`config.mk`:
```
export PLATFORM = sky130hd
export DESIGN_NAME = bus_uart_tx
export DESIGN_NICKNAME = d
export VERILOG_FILES = /design/src/rtl/bus_uart_tx.sv
export SDC_FILE = /design/constraint.sdc
export NUM_CORES = 1
export LEC_CHECK = 0
export CORE_ASPECT_RATIO = 1.2
export CORE_MARGIN = 5
export CORE_UTILIZATION = 45
export DETAILED_ROUTE_END_ITERATION = 7
export DONT_BUFFER_PORTS = 1
export GPL_TIMING_DRIVEN = 0
export MAX_ROUTING_LAYER = met4
export PLACE_DENSITY = 0.66
export SKIP_CTS_REPAIR_TIMING = 1
export SLEW_MARGIN = 10
export SYNTH_ARGS = -nofsm -noshare
export SYNTH_HDL_FRONTEND = slang
export SYNTH_SLANG_ARGS = --single-unit
```
`constraint.sdc`:
```
create_clock -name clk_i -period 5.6 [get_ports clk_i]
set_clock_uncertainty 0.2 [all_clocks]
set_input_delay 0.84 -clock clk_i [delete_from_list [all_inputs] [get_ports clk_i]]
set_output_delay 0.84 -clock clk_i [all_outputs]
set_load 0.1 [all_outputs]
```
`src/rtl/bus_uart_tx.sv`:
```
// ---------------------------------------------------------------------------
// bus_uart_tx
//   Memory-mapped UART transmitter: a small CPU register window feeding a
//   circular byte FIFO, drained by a start/8-data/stop serial framer.
//
//   Optional feature macro: BUS_UART_TX_PARITY_EN
//     defined   -> an even-parity bit is inserted between data and stop
//                  (11-bit frame)
//     undefined -> 10-bit frame (start, 8 data LSB first, stop)
//
//   Register window (addr_i[31:4] must match BASE_ADDR[31:4]):
//     idx 0 DATA     write (wstrb_i[0]) pushes wvalue_i[7:0]; reads 0
//     idx 1 STATUS   [0] full [1] empty [2] frame active [3] overflow (sticky)
//                    [12:8] FIFO count; write wvalue_i[3]=1 clears overflow
//     idx 2 DIVISOR  reads CLK_DIV[15:0]; read-only
//     idx 3 reserved reads 0
//
//   Ports:
//     clk_i     system clock
//     rst_i     asynchronous active-high reset
//     enable_i  bus access valid this cycle
//     wstrb_i   byte write strobes, 0 = read
//     addr_i    byte address
//     wvalue_i  write data
//     rvalue_o  read data, one cycle after the access, 0 otherwise
//     tx_o      serial line, idle high
//     busy_o    FIFO non-empty or a frame in progress
// ---------------------------------------------------------------------------
module bus_uart_tx #(
    parameter logic [31:0] BASE_ADDR  = 32'h1000_0000,
    parameter int          CLK_DIV    = 16,
    parameter int          FIFO_DEPTH = 8
) (
    input  logic        clk_i,
    input  logic        rst_i,
    input  logic        enable_i,
    input  logic [3:0]  wstrb_i,
    input  logic [31:0] addr_i,
    input  logic [31:0] wvalue_i,
    output logic [31:0] rvalue_o,
    output logic        tx_o,
    output logic        busy_o
);

    localparam int PTR_W  = (FIFO_DEPTH > 1) ? $clog2(FIFO_DEPTH) : 1;
    localparam int CNT_W  = $clog2(FIFO_DEPTH + 1);
    localparam int BAUD_W = (CLK_DIV > 1) ? $clog2(CLK_DIV) : 1;
    localparam logic [BAUD_W-1:0] BAUD_LAST = BAUD_W'(CLK_DIV - 1);
    localparam logic [CNT_W-1:0]  CNT_FULL  = CNT_W'(FIFO_DEPTH);
    localparam logic [15:0]       DIV16     = 16'(CLK_DIV);

    typedef enum logic [2:0] {
        ST_IDLE,
        ST_START,
        ST_DATA,
        ST_STOP
`ifdef BUS_UART_TX_PARITY_EN
        , ST_PARITY
`endif
    } state_t;

    // ---------------- bus decode ----------------
    logic       sel;
    logic [1:0] idx;
    logic       is_read;
    logic       push_req;
    logic       clr_ovf;

    assign sel      = enable_i && (addr_i[31:4] == BASE_ADDR[31:4]);
    assign idx      = addr_i[3:2];
    assign is_read  = sel && (wstrb_i == 4'b0000);
    assign push_req = sel && (idx == 2'd0) && wstrb_i[0];
    assign clr_ovf  = sel && (idx == 2'd1) && wstrb_i[0] && wvalue_i[3];

    // Bits that never influence behaviour.
    logic unused_bits;
    assign unused_bits = ^{addr_i[1:0], wvalue_i[31:8]};

    // ---------------- FIFO ----------------
    logic [7:0]       mem [FIFO_DEPTH];
    logic [PTR_W-1:0] wr_ptr_reg;
    logic [PTR_W-1:0] rd_ptr_reg;
    logic [CNT_W-1:0] count_reg;
    logic             ovf_reg;
    logic             full;
    logic             empty;
    logic             pop;
    logic             push_ok;

    state_t           state_reg;

    assign full  = (count_reg == CNT_FULL);
    assign empty = (count_reg == '0);
    assign pop   = (state_reg == ST_IDLE) && !empty;
    // A pop in the same cycle frees a slot, so a push to a full FIFO is legal then.
    assign push_ok = push_req && (!full || pop);

    always_ff @(posedge clk_i) begin
        if (push_ok) begin
            mem[wr_ptr_reg] <= wvalue_i[7:0];
        end
    end

    always_ff @(posedge clk_i or posedge rst_i) begin
        if (rst_i) begin
            wr_ptr_reg <= '0;
            rd_ptr_reg <= '0;
            count_reg  <= '0;
            ovf_reg    <= 1'b0;
        end else begin
            if (push_ok) begin
                wr_ptr_reg <= wr_ptr_reg + 1'b1;
            end
            if (pop) begin
                rd_ptr_reg <= rd_ptr_reg + 1'b1;
            end
            case ({push_ok, pop})
                2'b10:   count_reg <= count_reg + 1'b1;
                2'b01:   count_reg <= count_reg - 1'b1;
                default: count_reg <= count_reg;
            endcase
            // A fresh overflow event takes priority over a simultaneous clear.
            if (push_req && !push_ok) begin
                ovf_reg <= 1'b1;
            end else if (clr_ovf) begin
                ovf_reg <= 1'b0;
            end
        end
    end

    // ---------------- read path ----------------
    logic [31:0] rd_data;
    logic [31:0] rvalue_reg;

    always_comb begin
        rd_data = '0;
        if (is_read) begin
            case (idx)
                2'd1:    rd_data = {19'b0, 5'(count_reg), 4'b0,
                                    ovf_reg, (state_reg != ST_IDLE), empty, full};
                2'd2:    rd_data = {16'b0, DIV16};
                default: rd_data = '0;
            endcase
        end
    end

    always_ff @(posedge clk_i or posedge rst_i) begin
        if (rst_i) begin
            rvalue_reg <= '0;
        end else begin
            rvalue_reg <= rd_data;
        end
    end

    assign rvalue_o = rvalue_reg;

    // ---------------- transmit FSM ----------------
    // tx_reg always carries the line level of the state being entered, so the
    // serial output is a clean register.
    logic [BAUD_W-1:0] baud_reg;
    logic [2:0]        bit_cnt_reg;
    logic [7:0]        shift_reg;
    logic              tx_reg;
    logic              baud_done;
`ifdef BUS_UART_TX_PARITY_EN
    logic              par_reg;
`endif

    assign baud_done = (baud_reg == BAUD_LAST);

    always_ff @(posedge clk_i or posedge rst_i) begin
        if (rst_i) begin
            state_reg   <= ST_IDLE;
            tx_reg      <= 1'b1;
            baud_reg    <= '0;
            bit_cnt_reg <= '0;
            shift_reg   <= '0;
`ifdef BUS_UART_TX_PARITY_EN
            par_reg     <= 1'b0;
`endif
        end else begin
            case (state_reg)
                ST_IDLE: begin
                    baud_reg <= '0;
                    tx_reg   <= 1'b1;
                    if (!empty) begin
                        shift_reg <= mem[rd_ptr_reg];
`ifdef BUS_UART_TX_PARITY_EN
                        par_reg   <= ^mem[rd_ptr_reg];
`endif
                        state_reg <= ST_START;
                        tx_reg    <= 1'b0;
                    end
                end
                ST_START: begin
                    if (baud_done) begin
                        baud_reg    <= '0;
                        bit_cnt_reg <= '0;
                        state_reg   <= ST_DATA;
                        tx_reg      <= shift_reg[0];
                    end else begin
                        baud_reg <= baud_reg + 1'b1;
                    end
                end
                ST_DATA: begin
                    if (baud_done) begin
                        baud_reg <= '0;
                        if (bit_cnt_reg == 3'd7) begin
`ifdef BUS_UART_TX_PARITY_EN
                            state_reg <= ST_PARITY;
                            tx_reg    <= par_reg;
`else
                            state_reg <= ST_STOP;
                            tx_reg    <= 1'b1;
`endif
                        end else begin
                            bit_cnt_reg <= bit_cnt_reg + 1'b1;
                            shift_reg   <= shift_reg >> 1;
                            tx_reg      <= shift_reg[1];
                        end
                    end else begin
                        baud_reg <= baud_reg + 1'b1;
                    end
                end
`ifdef BUS_UART_TX_PARITY_EN
                ST_PARITY: begin
                    if (baud_done) begin
                        baud_reg  <= '0;
                        state_reg <= ST_STOP;
                        tx_reg    <= 1'b1;
                    end else begin
                        baud_reg <= baud_reg + 1'b1;
                    end
                end
`endif
                ST_STOP: begin
                    if (baud_done) begin
                        baud_reg  <= '0;
                        state_reg <= ST_IDLE;
                        tx_reg    <= 1'b1;
                    end else begin
                        baud_reg <= baud_reg + 1'b1;
                    end
                end
                default: begin
                    state_reg <= ST_IDLE;
                    tx_reg    <= 1'b1;
                    baud_reg  <= '0;
                end
            endcase
        end
    end

    assign tx_o   = tx_reg;
    assign busy_o = (state_reg != ST_IDLE) || !empty;

endmodule

```
==> results.md <==
- Status: completed
- Internal: 1161 µW
- Peak supply drop: 194.5 µV
- CTS HTree Levels: 3
- Fmax: 301.4 MHz
- Inserted Clock Buffers: 9
- Clk pwr share: 37.7%
- First-pass detailed-route iteration total: 4
- Area growth syn-to-layout: 11.50%
- Most common flop cell mapped by yosys: edfxtp_1
- Reg-to-reg slack, setup: between 2 and 2.5 ns
- Post-Syn Area: 0.004677 mm²
- Layout cells sized above 1: between 20 and 25%
- CP Capture Type: primary output
- Half-perimeter wire length after placement: 5.801 mm
- Asr flop ratio synth: 37.25%
- Deepest clock path buffer count: 2
- Die area: approximately 0.013 mm²
- Slowest-stage cell, CP: nand2_1
- Worst-path clk slew: 0.07 ns
- ANT nets after route: 0
- Top cell family by delay on the critical path: simple AND/OR/NAND/NOR gates
- Class of the worst hold path: reg2reg
- CP bufs+invs: 2
- Post-route cell area: ~0.0052 mm²
- Die Width: 103.1 µm
- Crit path cell chain: inv_1, ha_1, clkbuf_1, nand2_1
- Top-area cell type share of the netlist area: about 40%
- GPL Wtd Cong: slightly below 0.8
- DR iter-0 viols: 148
- Syn_area_per_cell: around 15 µm²
- PortBufs: 0
- Final min period: 3.318 ns
- Vias/cell: 5.368
- Setup TNS: 0 ns
- Commonest cells post-synth: edfxtp_1, dfrtp_1, buf_4, inv_1, mux4_2
- Flop pwr share: 54.6%
- CTS tree: yes
- Startpoint class of the critical path: flip-flop
- Residual DRC: 0
- YS warnings: 0
- CTS root buffer: clkbuf_16
- Sw power: 373.1 µW
- CP peak stage delay: 0.83 ns
- LEAKAGE: 0.002009 µW
- Max FFs per register: 64
- Critical path fanouts, max: 10
- Ratio of total power to cell area: between 200 and 300 mW/mm²
- First-pass GRT wire length: 13.28 mm
- Combinational share of power: just under 8%
- Area leader, netlist: edfxtp_1
- Crit share post-route: 59.25%
- Vias in the first global route: 2550
- Max Slew Vio Count: 0
- Hold Violations, Final: 0
- Final setup viols: 0
- Worst slew pin tran: 1.169 ns
- Total GRT Usage: 14.50%
- Grt ovf: 0
- Crit path DAT: around 2.3 ns
- Final WL: between 8 and 9 mm
- Largest net degree at the start of global routing: 39
- Yosys reg bits: between 100 and 150
- Most common cell in the netlist: edfxtp_1
- Cells after Synth: 314
- RSZ-0062 raised after global routing: no
- Io pins: about 110
- Chip height: roughly 120 µm
- Diode count: 0
- Synth top area cells: edfxtp_1, dfrtp_1, mux4_2
- Yosys cell types: 51
- WS Path Type: reg2out
- Fin nets: 431
- DR WL/cell: 17.44 µm
- Post-synth EDFFs: 64
- Design Power: 1534 µW
- Worst EP required: 4.56 ns
- Rel. slew slack: between 20% and 30%
- Core area: 0.01011 mm²
- Initial antenna violation count: 0
- Worst skew pair latency: 0.34 ns
- Fillers: 853
- Max_cap viols: 0
- CTS Sinks: 102
- Post-synthesis sequential area ratio: slightly above 60%
- Via count: 2566
- Starting density of the core: between 40% and 50%
- Row count: 40
- Sw Ratio: 24.32%
- Area post-placement: 0.004941 mm²
-- final timing paths --
path                                           from                        end  cells after the start
setup / recovery           state_reg[0]$_DFFE_PP0P_                     busy_o                      4
hold / removal                  ovf_reg$_DFFE_PP0P_        ovf_reg$_DFFE_PP0P_                      2
setup reg to reg           state_reg[0]$_DFFE_PP0P_        mem[6][0]$_DFFE_PP_                      7
hold reg to reg                 ovf_reg$_DFFE_PP0P_        ovf_reg$_DFFE_PP0P_                      2
max in group asynchronous                     rst_i  rd_ptr_reg[1]$_DFFE_PP0P_                      1
min in group asynchronous                     rst_i      rvalue_o[2]$_DFF_PP0_                      1
-- power groups by stage --
stage / Sequential, µW / Clock [µW] / Combinational, µW
floorplan: 849 / 0 / 113
global placement: 851 / 0 / 116
detailed placement: 853 / 0 / 118
CTS: 837 / 591 / 119
global route: 840 / 621 / 127
finish: 837 / 579 / 118
-- area by class of cell --
class | instances | area, µm² | area share, %
Buffer | 35 | 232.7 | 4.463
Sequential cell | 102 | 2874 | 55.11
Inverter | 16 | 60.06 | 1.152
Tap cell | 126 | 157.7 | 3.023
Multi-Input combinational cell | 183 | 1609 | 30.85
Clock buffer | 10 | 229.0 | 4.391
Clock inverter | 5 | 45.04 | 0.8637
Timing Repair Buffer | 1 | 7.507 | 0.1440
-- tightest hold or removal path, delay by kind of cell, from the launching register on --
family,cells,cell delay (ns)
and+or+nand+nor,2,0.10
DFF,1,0.35
-- cell families after synthesis --
logic type | count (synthesis) | synth area share (%)
AOI/OAI and AO/OA | 30 | 4.628
xor gates and xnor gates | 10 | 1.873
adders and majority gates | 12 | 3.210
buffers and inverters | 51 | 6.260
DFF | 102 | 61.45
muxes | 30 | 10.70
other | 1 | 0.08018
and+or+nand+nor | 78 | 11.80
-- through the flow --
step,std cells,hold WS [ns],util [%],setup WS [ns]
2_1_floorplan,336,0.2538,-,2.343
3_3_place_gp,462,0.2732,48.64,1.508
3_5_place_dp,463,0.2836,48.87,1.964
4_1_cts,478,0.2981,51.58,2.257
5_1_grt,478,0.3323,51.58,2.129
6_report,478,0.2907,51.58,2.282
-- cells in the final DEF (no fill, tap or decap), types with 9 or more instances in the layout --
| master | netlist | layout |
|---|---|---|
| inv_1 | 16 | 15 |
| nand2_1 | 9 | 9 |
| ha_1 | 12 | 12 |
| dfrtp_1 | 37 | 37 |
| buf_4 | 24 | 25 |
| conb_1 | 1 | 23 |
| nand4_1 | 9 | 9 |
| edfxtp_1 | 64 | 64 |
| clkbuf_16 | 0 | 9 |
| mux4_2 | 15 | 15 |
-- per-layer routing --
| metal | global-route usage [%] | wire length, µm |
|---|---|---|
| met4 | 5.344 | 119 |
| met5 | - | 0 |
| met3 | 3.322 | 533 |
| met2 | 24.12 | 4337 |
| met1 | 17.10 | 3345 |
Note: power is estimated with default switching activity, not from simulation.
